File: src/rtl/button_conditioner.sv
// Synchronises, debounces and edge-detects six raw push-buttons for the game core.
// Provides direction levels, a toggled pause level and a single-cycle restart pulse.
module button_conditioner #(
   parameter int unsigned DEBOUNCE_MAX = 100000,
   parameter bit          INVERT       = 1'b0
) (
   input  logic       clk,
   input  logic       rst,
   input  logic [5:0] i_btn,
   output logic       o_up,
   output logic       o_down,
   output logic       o_left,
   output logic       o_right,
   output logic       o_pause,
   output logic       o_restart,
   output logic [5:0] o_press
);

   localparam int unsigned NB    = 6;
   localparam int unsigned CNT_W = (DEBOUNCE_MAX > 1) ? $clog2(DEBOUNCE_MAX + 1) : 1;
   localparam logic [CNT_W-1:0] CNT_LAST = CNT_W'(DEBOUNCE_MAX - 1);

   logic [NB-1:0]    w_raw;
   logic [NB-1:0]    r_s1;
   logic [NB-1:0]    r_s2;
   logic [NB-1:0]    r_db;
   logic [NB-1:0]    r_db_d;
   logic [NB-1:0]    r_press;
   logic             r_pause;
   logic [CNT_W-1:0] r_cnt [NB];

   logic [NB-1:0]    w_db_nxt;
   logic [CNT_W-1:0] w_cnt_nxt [NB];
   logic [NB-1:0]    w_press_nxt;
   logic             w_pause_nxt;

   // Active-low buttons are flipped before the synchroniser so everything downstream is active-high.
   assign w_raw = INVERT ? ~i_btn : i_btn;

   // Per-channel debounce: count consecutive disagreeing cycles, commit on the last one.
   always_comb begin
      w_db_nxt = r_db;
      for (int i = 0; i < NB; i++) begin
         w_cnt_nxt[i] = '0;
         if (r_s2[i] != r_db[i]) begin
            if (r_cnt[i] == CNT_LAST) begin
               w_db_nxt[i] = r_s2[i];
            end else begin
               w_cnt_nxt[i] = r_cnt[i] + CNT_W'(1);
            end
         end
      end
   end

   // Restart press overrides a coincident pause press.
   always_comb begin
      w_press_nxt = r_db & ~r_db_d;
      w_pause_nxt = r_pause;
      if (w_press_nxt[5]) begin
         w_pause_nxt = 1'b0;
      end else if (w_press_nxt[4]) begin
         w_pause_nxt = ~r_pause;
      end
   end

   always_ff @(posedge clk or posedge rst) begin
      if (rst) begin
         r_s1    <= '0;
         r_s2    <= '0;
         r_db    <= '0;
         r_db_d  <= '0;
         r_press <= '0;
         r_pause <= 1'b0;
         for (int i = 0; i < NB; i++) begin
            r_cnt[i] <= '0;
         end
      end else begin
         r_s1    <= w_raw;
         r_s2    <= r_s1;
         r_db    <= w_db_nxt;
         r_db_d  <= r_db;
         r_press <= w_press_nxt;
         r_pause <= w_pause_nxt;
         for (int i = 0; i < NB; i++) begin
            r_cnt[i] <= w_cnt_nxt[i];
         end
      end
   end

   assign o_up      = r_db[0];
   assign o_down    = r_db[1];
   assign o_left    = r_db[2];
   assign o_right   = r_db[3];
   assign o_pause   = r_pause;
   assign o_restart = r_press[5];
   assign o_press   = r_press;

endmodule

File: config.mk
export PLATFORM = sky130hd
export DESIGN_NAME = button_conditioner
export DESIGN_NICKNAME = d
export VERILOG_FILES = /design/src/rtl/button_conditioner.sv
export SDC_FILE = /design/constraint.sdc
export NUM_CORES = 1
export LEC_CHECK = 0
export ABC_AREA = 1
export CELL_PAD_IN_SITES_DETAIL_PLACEMENT = 0
export CELL_PAD_IN_SITES_GLOBAL_PLACEMENT = 2
export CORE_MARGIN = 5
export CORE_UTILIZATION = 37
export CTS_CLUSTER_DIAMETER = 120
export DETAILED_ROUTE_END_ITERATION = 8
export GPL_ROUTABILITY_DRIVEN = 0
export PLACE_DENSITY = 0.91
export SLEW_MARGIN = 10
export SYNTH_ARGS = -nofsm -noshare
export SYNTH_HDL_FRONTEND = slang
export SYNTH_SLANG_ARGS = --single-unit
File: constraint.sdc
create_clock -name clk -period 5 [get_ports clk]
set_input_delay 0.5 -clock clk [delete_from_list [all_inputs] [get_ports clk]]
set_output_delay 0.5 -clock clk [all_outputs]
set_load 0.01 [all_outputs]
# --- Word-level counts from Yosys, hierarchy flattened ---
# Cells that the tools add are included.
word_totals:
  regBits: 133
  input_bits: 8
  out_inout_bits: 12
  wordCells: 59
classes:
  add_sub_neg: 6
  n_eq_ne: 12
  mux: 14
  n_bitwise: 3
  reduce_logical: 7
ops:
  columns: ["op", "count"]
  rows:
  - ["2-to-1 mux 17 bit", 12]
  - ["adder 17 x 1 -> 17 bit (second input constant)", 6]
  - ["equality test 17 bit (second input constant)", 6]
  - ["AND reduction 2 bit", 6]
  - ["AND 6 bit", 1]
  - ["inequality test 1 bit", 6]
  - ["NOT 6 bit", 1]
  - ["2-to-1 mux 1 bit", 2]
  - ["nonzero test 2 bit", 1]
  - ["NOT 1 bit", 1]

# --- Logic depth before layout (Yosys ltp) ---
# Gate-level depths: netlist of the first run.
logic_depth:
  word_depth: 4
  ltp_mapped: 9
  mapped_depth_nobuf: 9

# --- Worst setup path after synthesis of the first run ---
# OpenSTA, ideal clock, no wires.
synth_timing:
  path_type: "register to register"
  start: "register r_cnt[51] in the netlist's numbering"
  end: "register r_cnt[59] in the netlist's numbering"
  setup_time_ns: 0.071
  arrival_time_ns: 1.214
  required_ns: 4.929
  path_slack_ns: 3.715
  stages_incl_launch_ff: 10
  path_buffers: 1
  synth_period_minus_slack_ns: 1.285
  cell_sequence: "dfrtp_1 > ha_1 > nand2_1 > inv_2 > nand2_2 > nor2_2 > nand2_2 > nand2_2 > buf_6 > nor2_1"
synth_rtl:
  columns: ["item", "line", "source"]
  rows:
  - ["start, declared", "30", "logic [CNT_W-1:0] r_cnt [NB];"]
  - ["start signal, assigned by index", "85", "r_cnt[i] <= w_cnt_nxt[i];"]

# --- Worst setup path after layout of the first run ---
layout_timing:
  start: "register r_db[2]"
  end: "output o_left"
layout_rtl:
  columns: ["item", "line", "source"]
  rows:
  - ["start, declared", "26", "logic [NB-1:0] r_db;"]
  - ["start signal, assigned", "80", "r_db <= w_db_nxt;"]
  - ["end, declared", "12", "output logic o_left,"]
# No word-level cell between the ends.

==> summary.md, run 1 <==
| Metric | Value |
|---|---|
| Peak supply drop | approximately 280 uV |
| Clk sinks | ~130 |
| Vias | 5309 |
| Total negative slack | 0 ps |
| Period utilization | roughly two fifths |
| Slew Viols, Final | 0 |
| Cell area after layout | 0.00782 sq mm |
| Origin of the critical flop-to-flop path | r_cnt[68] |
| H-Tree Depth | 4 |
| Critical path's top delay family | buffers and inverters |
| WP buf/inv | 1 |
| Post-synth top area share | about half |
| Synthesized area per cell | 7.52 sq um |
| Fmax | 518 MHz |
| HP Class | reg -> reg |
| Final setup violation count | 0 |
| Top Ports | 20 |
| Multi-input logic area | 0.00296 sq mm |
| Worst clock skew | 10.9 ps |
| Postcts setup bufs | 0 |
| RSZ-0062 raised after global routing | false |
| CTS Buf Count | 17 |
| CTS Buffer Depth | 2 |
| Post-CTS Resized | 0 |
| Synth area leader | dfrtp_1 |
| Dpl cells | 1147 |
| Crit Path Category | reg -> out |
| Slowest cell on the critical path | clkdlybuf4s50_1 |
| Critical Path RT | 4500 ps |
| Dpl cell area | 0.00723 sq mm |
| WL final | 13600 um |
| Rel. slew slack | between 30% and 40% |
| CP Cell Sequence | clkdlybuf4s50_1 |
| Net count after synthesis | 916 |
| Clock Latency Late Sink | roughly 420 ps |
| CP peak stage delay | 590 ps |
| Routed len/inst | roughly 11 um |
| Syn Inst Count | 902 |
| Final layout net count | between 900 and 1k |
| PwrDens | 308 mW/mm^2 |
| Crit Path Max Fanout | 5 |
| #FFs+latches synth | about 130 |
| Largest net degree at the start of global routing | slightly above 100 |
| Filler Cells Inserted | 1865 |
| Root Driver | clkbuf_16 |
| Tmin final | 1930 ps |
| Leakage power | 3.48 nW |
| Clock-pin slew on the worst setup and hold paths | 60 ps |
| WHS Endpoint | r_s2[2] |
| P&R area growth vs syn | 15.3% |
| Post-Layout Cell Count | 1179 |
| Top post-synthesis cells by area | dfrtp_1 49%, nand2_1 12%, nor2_1 12% |
| Remaining Overflow, GRT | 0 |
| DRC Markers | 0 |
| Antenna-violating nets left | 0 |
| Least-Margin Pin Slew | roughly 900 ps |
| Chip width | 145 um |
| Critical path launch point type | flip-flop |
| Worst Setup End Kind | output pin |
| Cell Area, Synth | 0.00678 sq mm |
| Post-DP HPWL | 9630 um |
| Worst Path Arrival | around 1400 ps |
| Finished Core Util | 43.4% |
| Count of final hold-check violations | 0 |
| Synth warn | 0 |
| Tot GR Track Use | 13.8% |
| Ratio of cells with drive above 1 in the final layout | 9.16% |
| Distinct cell type count after synthesis | 21 |
| Antenna violations before repair | 0 |
| Worst reg-to-reg path cell count | 8 |
| I/O Buffers | 19 |
| Sequential-to-total area share from yosys stat | between 40% and 50% |
| R2R Path End | r_cnt[68] |
| Die Area | 0.0211 sq mm |
| Hold path cells | 0 |
| Num rows | 49 |
| Initial DRT Pass Iterations | 6 |
| Max Cap Viol | 0 |
| First-pass GRT wire length | about 24000 um |
| Starting Density | 37.6% |
| Vias in the first global route | about 5.2k |
| 1st-iter DRT viols | 277 |
| Vias/cell | 4.50 |
| Hold_sp | r_s1[2] |
| Antenna cell count | 0 |
| Register Area | 0.00333 sq mm |
| R2R Setup Slk | 3450 ps |
| Core area | 0.0180 sq mm |
| Status | finished clean |
| CTS tree | yes |
| Cts-stage hold buffer count | 0 |
| Die Y-Extent | approximately 150 um |
## Yosys cell counts (all sizes together)
| library cell | instances |
|---|---|
| o21bai | 4 |
| nand2 | 246 |
| xnor2 | 6 |
| inv | 121 |
| nor2 | 240 |
| o21ai | 18 |
| buf | 4 |
| nand4 | 17 |
| a21oi | 14 |
| nand3b | 6 |
| dfrtp | 133 |
| xor2 | 27 |
| ha | 6 |
| nand3 | 43 |
| nor3 | 17 |
## per-stage QoR
step / hold WS (ps) / total power (W) / setup slack (ps)
after floorplan: 331 / 0.00117 / 946
after global placement: 332 / 0.00120 / 2810
after detailed placement: 335 / 0.00120 / 2810
after CTS: 348 / 0.00245 / 3010
after global routing: 349 / 0.00251 / 3000
final: 348 / 0.00241 / 3070
## how the worst max path moves through the flow
stage / startpoint / end / slack (ps) / cells after the start
global placement: rst / r_cnt[2] / 2810 / 3
detailed placement: rst / r_cnt[2] / 2810 / 3
floorplan: rst / o_pause / 950 / 1
finish: r_db[2] / o_left / 3070 / 1
global route: r_db[2] / o_left / 3000 / 1
CTS: r_db[2] / o_left / 3010 / 1
## placed cells by master, fill, tap and decap left out
| cell | instances |
|---|---|
| o21ai_1 | 12 |
| bufinv_16 | 2 |
| o21bai_1 | 4 |
| clkdlybuf4s50_1 | 19 |
| inv_6 | 1 |
| a21oi_1 | 14 |
| inv_2 | 10 |
| clkinv_2 | 1 |
| nand3b_1 | 6 |
| nand4_1 | 17 |
| buf_4 | 1 |
| nand3_1 | 43 |
| xor2_1 | 27 |
| clkbuf_8 | 2 |
| nor2_4 | 3 |
| clkinvlp_4 | 6 |
| nand2_1 | 221 |
| clkbuf_1 | 2 |
| nor3_1 | 17 |
| nand2_2 | 25 |
| inv_1 | 110 |
| o21ai_0 | 6 |
| clkinv_4 | 2 |
| nor2_2 | 17 |
| nor2_1 | 220 |
| xnor2_1 | 6 |
| ha_1 | 6 |
| clkbuf_16 | 17 |
| dfrtp_1 | 133 |
## flip-flops by register name, indices dropped and copies added (netlist names)
name	flops
o_press	6
r_s2	6
r_db	6
r_db_d	6
r_cnt	102
o_pause	1
r_s1	6
## where the power goes
group	switching [W]	leakage, nW	total [W]	internal (W)
Clock	0.000473	0.268	0.00123	0.000760
Combinational	0.0000494	1.40	0.0000675	0.0000181
Sequential	0.0000136	1.82	0.00111	0.00109
## cell families (layout without fill, tap and decap cells)
logic type	after synthesis	after routing	share of synthesized area, %
buffers and inverters	125	173	7.31
DFF	133	133	49.1
and+or+nand+nor	569	569	35.4
adders and majority gates	6	6	1.11
xor gates and xnor gates	33	33	4.26
AOI/OAI and AO/OA	36	36	2.80
## routing by layer
layer / global-route usage (%) / part of all wire [%]
met4: 4.06 / 1.1
met1: 18.3 / 50
met5: 0 / 0
met2: 22.0 / 46
met3: 4.36 / 3.1
## area by class of cell
| class | count | area share, % |
|---|---|---|
| multi-input cells | 644 | 37.8 |
| well taps | 229 | 3.67 |
| flip-flops and latches | 133 | 42.6 |
| inverters | 121 | 5.87 |
| clock buffers | 21 | 5.89 |
| repair buffers | 20 | 2.53 |
| clock inverters | 11 | 1.63 |
Power figures use the tool's default switching activity.
==> run 2: changes to the inputs <==
--- a/config.mk
+++ b/config.mk
@@ -9,11 +9,11 @@
 export CELL_PAD_IN_SITES_DETAIL_PLACEMENT = 0
 export CELL_PAD_IN_SITES_GLOBAL_PLACEMENT = 2
 export CORE_MARGIN = 5
-export CORE_UTILIZATION = 37
+export CORE_UTILIZATION = 33
 export CTS_CLUSTER_DIAMETER = 120
 export DETAILED_ROUTE_END_ITERATION = 8
 export GPL_ROUTABILITY_DRIVEN = 0
-export PLACE_DENSITY = 0.91
+export PLACE_DENSITY = 0.87
 export SLEW_MARGIN = 10
 export SYNTH_ARGS = -nofsm -noshare
 export SYNTH_HDL_FRONTEND = slang
==> constraint.sdc (replaced) <==
create_clock -name clk -period 1.65 [get_ports clk]
set_input_delay 0.165 -clock clk [delete_from_list [all_inputs] [get_ports clk]]
set_output_delay 0.165 -clock clk [all_outputs]
set_load 0.01 [all_outputs]
==> run 2 against run 1 <==
Sequential cell count unchanged. Sequential power grew to 3.0 times the previous value. Design area increased by 3.2%. Critical path depth did not move. Clock-buffer cell count increased by 2. Sequential share of layout area shrank 1.3 points. Global-route usage shrank 1.2 points. Via count about the same. Combinational power grew to 3.4 times the previous value. Die area up 11%. Cell count grew 4.2%. Critical path type unchanged.
==> summary.md, run 2 (same netlist as run 1, synthesis figures left out) <==
| Metric | Value |
|---|---|
| Chip width | 153 um |
| CTS tree | yes |
| R2R Setup Slk | between 150 and 200 ps |
| Most flops, register | r_cnt |
| Critical Path RT | 1480 ps |
| Most frequent cells in the layout | 220 x nand2_1, 220 x nor2_1, 132 x dfrtp_1, 110 x inv_1, 43 x nand3_1 |
| Total negative slack | 0 ps |
| Sw Ratio | 19.7% |
| Top Ports | 20 |
| Routed len/inst | ~11 um |
| Crit Path Max Fanout | 5 |
| Worst Path Arrival | 1380 ps |
| Antenna-violating nets left | 0 |
| PwrDens | 984 mW/mm^2 |
| Largest net degree at the start of global routing | 55 |
| CP startpoint | r_db[0] |
| Slowest cell on the critical path | clkdlybuf4s50_1 |
| Count of final hold-check violations | 0 |
| Initial DRT Pass Iterations | 5 |
| CP Cell Sequence | clkdlybuf4s50_1 |
| Ratio of cells with drive above 1 in the final layout | 10.0% |
| Critical path launch point type | flip-flop |
| CTS Buf Count | 17 |
| Least-Margin Pin Slew | a little over 400 ps |
| RSZ-0062 raised after global routing | false |
| Clk sinks | approximately 130 |
| Remaining Overflow, GRT | 0 |
| Hold_sp | i_btn[5] |
| Status | finished clean |
| First-pass GRT wire length | around 25000 um |
| Pre-CTS setup slack | 125 ps |
| Clock Latency Late Sink | slightly above 400 ps |
| Leakage power | 3.60 nW |
| P&R area growth vs syn | 19.0% |
| Origin of the critical flop-to-flop path | r_cnt[34] |
| Die Y-Extent | 153 um |
| Vias/cell | 4.32 |
| Worst clock skew | 9.03 ps |
| Max FFs per register | 102 |
| Worst Setup End Kind | output pin |
| Starting Density | 33.5% |
| Clock Power Share | between 50% and 60% |
| Post-Layout Cell Count | 1228 |
| Rel. slew slack | 73.0% |
| Total Power | approximately 0.008 W |
| 1st-iter DRT viols | between 150 and 200 |
| WL final | 13800 um |
| Critical path's top delay family | buffers and inverters |
| Clock-pin slew on the worst setup and hold paths | about 60 ps |
| Antenna violations before repair | 0 |
| Antenna cell count | 0 |
| Tmin final | ~1500 ps |
| P_sw | about 0.0016 W |
| Root Driver | clkbuf_16 |
| Final setup violation count | 0 |
| Comb pwr share | 2.9% |
| Num rows | between 50 and 60 |
| WP buf/inv | 1 |
| Max Cap Viol | 0 |
| Flop pwr share | a little over two fifths |
| Tot GR Track Use | 12.6% |
| Period utilization | 93.9% |
| Slew Viols, Final | 0 |
| HP Class | in -> reg |
| Final layout net count | 959 |
| CP peak stage delay | 570 ps |
| DRC Markers | 0 |
| Die Area | 0.0235 sq mm |
| H-Tree Depth | 4 |
| Worst hold slack | roughly 190 ps |
| Vias | about 5.3k |
| Core area | 0.0202 sq mm |
| Fmax | 645 MHz |
| Peak supply drop | ~650 uV |
| I/O Buffers | 19 |
| CTS Buffer Depth | 2 |
| Vias in the first global route | 5246 |
| Post-DP HPWL | 10200 um |
| Crit Path Category | reg -> out |
| Dpl cells | about 1.2k |
| Setup WS post-layout | 101 ps |
| Cell Int Power | 0.00638 W |
==> run 2: changes by cell type in the layout (fill, tap and decap cells not counted), sizes merged <==
cell / delta
clkinvlp: -5
buf: +7
inv: -1
dlygate4sd3: +1
bufinv: +4
clkbuf: +2
==> run 2: power by group through the flow <==
stage	combinational (W)	clock [W]	sequential [W]
floorplan	0.000151	0	0.00340
global placement	0.000236	0	0.00341
detailed placement	0.000236	0	0.00341
CTS	0.000238	0.00450	0.00335
global route	0.000270	0.00463	0.00336
finish	0.000227	0.00436	0.00335
==> run 2: metrics by stage <==
stage	instance area [sq um]	utilization, %
after detailed placement	7370	36.4
after floorplan	6790	-
after CTS	8060	39.8
after global routing	8070	39.9
final	8070	39.9
after global placement	7370	36.4
==> run 2: worst paths after layout <==
path / to / depth (start not counted)
hold / removal: r_s1[5] / 1
max in group asynchronous: r_cnt[77] / 4
setup / recovery: o_up / 1
min in group asynchronous: o_press[5] / 3
setup reg to reg: r_cnt[47] / 8
hold reg to reg: r_s2[0] / 0
==> run 2: area by class of cell <==
class | count | area, sq um
fillers | 2101 | 12200
flip-flops and latches | 133 | 3330
multi-input cells | 644 | 2970
clock buffers | 23 | 488
inverters | 121 | 458
well taps | 270 | 338
repair buffers | 28 | 298
clock inverters | 9 | 195
==> run 2: routing by layer <==
layer,routed length [um],part of all wire [%],GRT usage [%]
met4,174,1.3,3.95
met2,6520,47,20.8
met3,291,2.1,2.91
met1,6860,50,16.6
met5,0,0,0
==> run 2: what timing repair did <==
item,4_1_cts,5_1_grt
endpoints found under the setup margin,0,13
endpoints found under the hold margin,1,0
hold buffers,1,0
resized for setup,0,3
setup buffers,0,0
==> run 3: changes to the inputs <==
--- a/config.mk
+++ b/config.mk
@@ -6,6 +6,7 @@
 export NUM_CORES = 1
 export LEC_CHECK = 0
 export ABC_AREA = 1
+export CAP_MARGIN = 20
 export CELL_PAD_IN_SITES_DETAIL_PLACEMENT = 0
 export CELL_PAD_IN_SITES_GLOBAL_PLACEMENT = 2
 export CORE_MARGIN = 5
==> results of run 3 <==
No change in the layout: final DEF, timing and power equal those of run 2.
==> edit 1 (config.mk and constraints of run 2) <==
The parameter `DEBOUNCE_MAX` goes from 100000 to 200000.
--- a/src/rtl/button_conditioner.sv
+++ b/src/rtl/button_conditioner.sv
@@ -1,7 +1,7 @@
 // Synchronises, debounces and edge-detects six raw push-buttons for the game core.
 // Provides direction levels, a toggled pause level and a single-cycle restart pulse.
 module button_conditioner #(
-   parameter int unsigned DEBOUNCE_MAX = 100000,
+   parameter int unsigned DEBOUNCE_MAX = 200000,
    parameter bit          INVERT       = 1'b0
 ) (
    input  logic       clk,
Function: no difference found for any inputs over 10 cycles, from zero or initial values and one cycle with rst high; that may be too few to reach the edited logic, so the function may still have changed.
==> edit 1 against run 2 <==
  * Power down 7.9%
  * Critical endpoint unchanged
  * Wire length down 4.3%
  * Final area up 2.2%
  * Fmax shrank 1.3%
  * Area after synthesis is 2.5% higher
  * Sequential cell count is 6 higher
  * Worst setup slack worse by 0.020 ns
  * Via count is 8.0% lower
  * Highest routed layer unchanged
  * Cell count fell by 6.4%
  * First-iteration DRC count is 19% higher
  * Largest power group unchanged
  * Synthesized cell count decreased by 10%
  * Critical path depth did not move
==> edit 1: results (changes against run 2) <==
- Final hold slack: 0.1704 ns (-0.01927 ns)
- Worst flop-to-flop path endpoint: r_cnt[64]$_DFF_PP0_
- Status: complete, no violations
- Routed len/inst: 11.53 um (+2.3%)
- Post-synthesis sequential area ratio: 50.03% (+0.95 points)
- First-pass GRT wire length: 23,560 um (-5.1%)
- Share of cells above drive strength 1: 15.90% (+5.9 points)
- XOR/XNOR Fraction of Synth Area: 9.178% (+4.9 points)
- Post-synthesis cell type count: 25 (+19%)
- Post-Syn Nets: 823 (-10%)
- DRT Pass-1 Iters: 5 (unchanged)
- Worst min path class: input port to asynchronous set/reset pin
- Max FFs per register: 108 (+5.9%)
- Final layout net count: 876 (-8.7%)
- Adder-cell share of the synthesized area: 1.080% (-0.027 points)
- Overall Global Routing Usage: 11.90% (-0.72 points)
- Met2 wire len: 5880 um (-9.7%)
- Final Worst Setup Slack: 0.08061 ns (-0.02019 ns)
- Synth top area cells: dfrtp_1 50%, nor2_1 9.6%, nand2_1 8.3%
- Skew final: 0.01051 ns (+0.001474 ns)
- Metal1 wirelength: 6858 um (about the same)
- Cell Area, Placed: 0.007704 mm^2 (+4.5%)
- Placed Cells: 1,118 (-6.4%)
- Largest net degree at the start of global routing: 22 (-60%)
- Compound-Gate Fraction of Synth Area: 2.663% (-0.14 points)
- Hpwl dp: 9828 um (-3.3%)
- Rel. slew slack: 61.04% (-12 points)
- Static Leak: 3.640 nW (+1.1%)
- Peak supply drop: 0.7343 mV (+12%)
- R2r startpoint: r_cnt[54]$_DFF_PP0_
- Metal3 WL: 404 um (+39%)
- Post-route insts no fill: 1,149 (-6.4%)
- Pre-CTS WS: 0.1473 ns (+0.02186 ns)
- Skew-Pair Late Insertion Delay: 0.41 ns (about the same)
- Starting DRC count in detailed routing: 193 (+19%)
- Mean Syn Cell Area: 8.594 um^2 (+14%)
- Synth cell count leaders: 178 x nor2_1, 153 x nand2_1, 139 x dfrtp_1, 87 x inv_1, 43 x xor2_1
- CP Data Arrival Time: 1.40 ns (+0.02 ns)
- CTS Root Cell: clkbuf_16
- Via count: 4,883 (-8.0%)
## edit 1: cell types whose count changed in the layout (fill, tap and decap cells not counted), sizes merged, moves of 6 or more
cell,run 2,this run
dfrtp,133,139
nand4,17,11
o21ai,18,3
inv,120,91
xor2,27,43
nand3,43,35
nand2,246,179
xnor2,6,29
buf,8,16
nor2,240,224
## edit 1: area by class of cell
class | instances | area [um^2]
Multi-Input combinational cell | 577 | 3122
Clock inverter | 12 | 101.3
Fill cell | 2142 | 12640
Tap cell | 275 | 344.1
Inverter | 92 | 349.1
Clock buffer | 19 | 442.9
Timing Repair Buffer | 35 | 410.4
Sequential cell | 139 | 3481
## edit 1: cell families (layout without fill, tap and decap cells)
logic type      Yosys count  after routing
flops                   139            139
compound gates           26             26
simple gates            473            473
xor+xnor                 72             72
buf+inv                  93            158
fa+ha+maj                 6              6
## edit 1: report_power, final
| group | total [mW] | internal [mW] | switching, mW | leakage (nW) |
|---|---|---|---|---|
| logic | 0.287 | 0.119 | 0.168 | 1.49 |
| registers | 3.50 | 3.46 | 0.0393 | 1.90 |
| clock network | 3.53 | 2.09 | 1.44 | 0.256 |
| total | 7.31 | 5.67 | 1.65 | 3.64 |
## edit 1: metal layers
| metal | track usage, % | vias to the layer above |
|---|---|---|
| met2 | 18.18 | 47 |
| li1 | - | 2597 |
| met4 | 2.691 | 0 |
| met3 | 3.533 | 7 |
| met1 | 16.74 | 2232 |
| met5 | 0 | - |
## edit 1: what timing repair did
item / in CTS / in global routing
setup buffers: 0 / 0
endpoints found under the setup margin: 1 / 1
gates resized for setup: 1 / 1
==> edit 2 (config.mk and constraints of run 2) <==
Without the edit above. Put a register stage on the outputs `o_up`, `o_down`, `o_left`, `o_right` and `o_restart`, cleared by the reset. The values now appear one clock later. The other outputs are not delayed to match.
--- a/src/rtl/button_conditioner.sv
+++ b/src/rtl/button_conditioner.sv
@@ -87,12 +87,22 @@
       end
    end
 
-   assign o_up      = r_db[0];
-   assign o_down    = r_db[1];
-   assign o_left    = r_db[2];
-   assign o_right   = r_db[3];
    assign o_pause   = r_pause;
-   assign o_restart = r_press[5];
+   always_ff @(posedge clk or posedge rst) begin
+      if (rst) begin
+         o_up      <= '0;
+         o_down    <= '0;
+         o_left    <= '0;
+         o_right   <= '0;
+         o_restart <= '0;
+      end else begin
+         o_up      <= r_db[0];
+         o_down    <= r_db[1];
+         o_left    <= r_db[2];
+         o_right   <= r_db[3];
+         o_restart <= r_press[5];
+      end
+   end
    assign o_press   = r_press;
 
 endmodule
Check against the original RTL: same outputs for any inputs over 10 cycles, from zero or initial values and one cycle with rst high; that may be too few to reach the edited logic, so the function may still have changed.
==> edit 2 against run 2 <==
  * Worst setup slack improved by 0.0091 ns
  * Sequential cell count increased by 1
  * Synthesized cell count unchanged
  * Power decreased by 6.9%
  * Critical endpoint is now o_pause
  * Final area decreased by 0.65%
  * Hold slack got worse by 0.088 ns
  * Wire length increased by 2.4%
  * Global-route usage about the same
  * Die area increased by 0.24%
  * Critical path type unchanged
  * Via count decreased by 1.1%
  * Area after synthesis increased by 0.26%
==> edit 2: results (changes against run 2) <==
- R2R setup slack: 0.16 ns (-0.02 ns)
- Final hold slack: 0.1015 ns (-0.08817 ns)
- # fillers: 2,133 (+1.5%)
- Starting DRC count in detailed routing: 202 (+25%)
- Async SR Flop Fraction: 100.0% (unchanged)
- Vias/cell: 4.268 (-1.2%)
- Vias in the first global route: 5,139 (-2.0%)
- Total gr overflow: 0 (unchanged)
- Pre-CTS WS: 0.1319 ns (+0.006433 ns)
- Post-synthesis cell type count: 20 (-4.8%)
- Overall Global Routing Usage: 12.64% (+0.018 points)
- Peak supply drop: 0.6025 mV (-7.9%)
- Status: complete, no violations
- CP max-delay cell: clkdlybuf4s50_1
- Skew-Pair Late Insertion Delay: 0.42 ns
- Crit Path Max Fanout: 2 (-3)
- Warnings from Yosys: 0 (unchanged)
- Synth top area cells: dfrtp_1 49%, nand2_1 12%, nor2_1 12%
- Most used DFF post-synth: dfrtp_1
- Initial antenna violation count: 0 (unchanged)
- Core Util, Final: 39.63% (-0.26 points)
- Cell family with most CP delay: buffers and inverters
- Htree depth: 4 (unchanged)
- Post-synthesis sequential area ratio: 49.32% (+0.24 points)
- Synth cell count leaders: 221 x nand2_1, 220 x nor2_1, 134 x dfrtp_1, 111 x inv_1, 43 x nand3_1
- DRT Pass-1 Iters: 4 (-1)
- Cell Area, Placed: 0.007415 mm^2 (+0.61%)
- Cell count after synthesis: 902 (unchanged)
- R2r startpoint: r_cnt[17]$_DFF_PP0_
- First-pass GRT wire length: 24,560 um (-1.1%)
- Worst min path class: input port to asynchronous set/reset pin
- Hpwl dp: 10,290 um (+1.3%)
- Tightest Pin Transition: 0.4338 ns (+0.02967 ns)
- Final layout net count: 960 (+0.10%)
- Placed Cells: 1,197 (+0.17%)
- Share of cells above drive strength 1: 10.32% (+0.30 points)
- Via count: 5,245 (-1.1%)
- Crit path largest cell delay: roughly 0.56 ns
- Crit path from: o_pause$_DFFE_PP0P_
- Static Leak: 3.570 nW (-0.86%)
- Final Cycle Share: 93.34% (-0.55 points)
- Largest net degree at the start of global routing: 40 (-27%)
- Routed len/inst: 11.54 um (+2.3%)
- Skew final: 0.006927 ns (-0.002107 ns)
- TritonCTS Buffers: 17 (unchanged)
==> edit 2: cell families (layout without fill, tap and decap cells) <==
logic type | after synthesis | count (layout) | synth area share [%]
fa+ha+maj | 6 | 6 | 1.104
flops | 134 | 134 | 49.32
compound gates | 36 | 36 | 2.797
buf+inv | 124 | 181 | 7.177
simple gates | 569 | 569 | 35.35
xor+xnor | 33 | 33 | 4.251
==> edit 2: layout make-up <==
| class | count | area share [%] |
|---|---|---|
| flip-flops and latches | 134 | 41.82 |
| multi-input cells | 644 | 37.07 |
| inverters | 121 | 5.711 |
| clock buffers | 18 | 5.477 |
| well taps | 270 | 4.213 |
| repair buffers | 28 | 3.838 |
| clock inverters | 14 | 1.872 |
==> edit 2: power by group <==
group / internal, mW / total, mW / switching [mW]
clock: 2.28 / 3.78 / 1.51
combinational: 0.0768 / 0.235 / 0.158
sequential: 3.34 / 3.38 / 0.0421
==> edit 2: per-layer routing <==
metal | wire length [um] | track usage (%)
met5 | 0 | 0
met2 | 6640 | 20.60
met1 | 7100 | 16.60
met4 | 132 | 3.406
met3 | 306 | 3.569
==> edit 2: what timing repair did <==
action / in CTS / in global routing
gates resized for setup: 0 / 4
endpoints found under the setup margin: 0 / 21
buffers inserted: 0 / 0
==> edit 2: path summary, 6_finish.rpt <==
check	to	depth (start not counted)
min reg2reg	r_s2[1]$_DFF_PP0_	0
max reg2reg	r_cnt[24]$_DFF_PP0_	8
max in group asynchronous	r_cnt[52]$_DFF_PP0_	3
min in group clk	r_s1[3]$_DFF_PP0_	1
min	r_s1[3]$_DFF_PP0_	2
max	o_pause	1
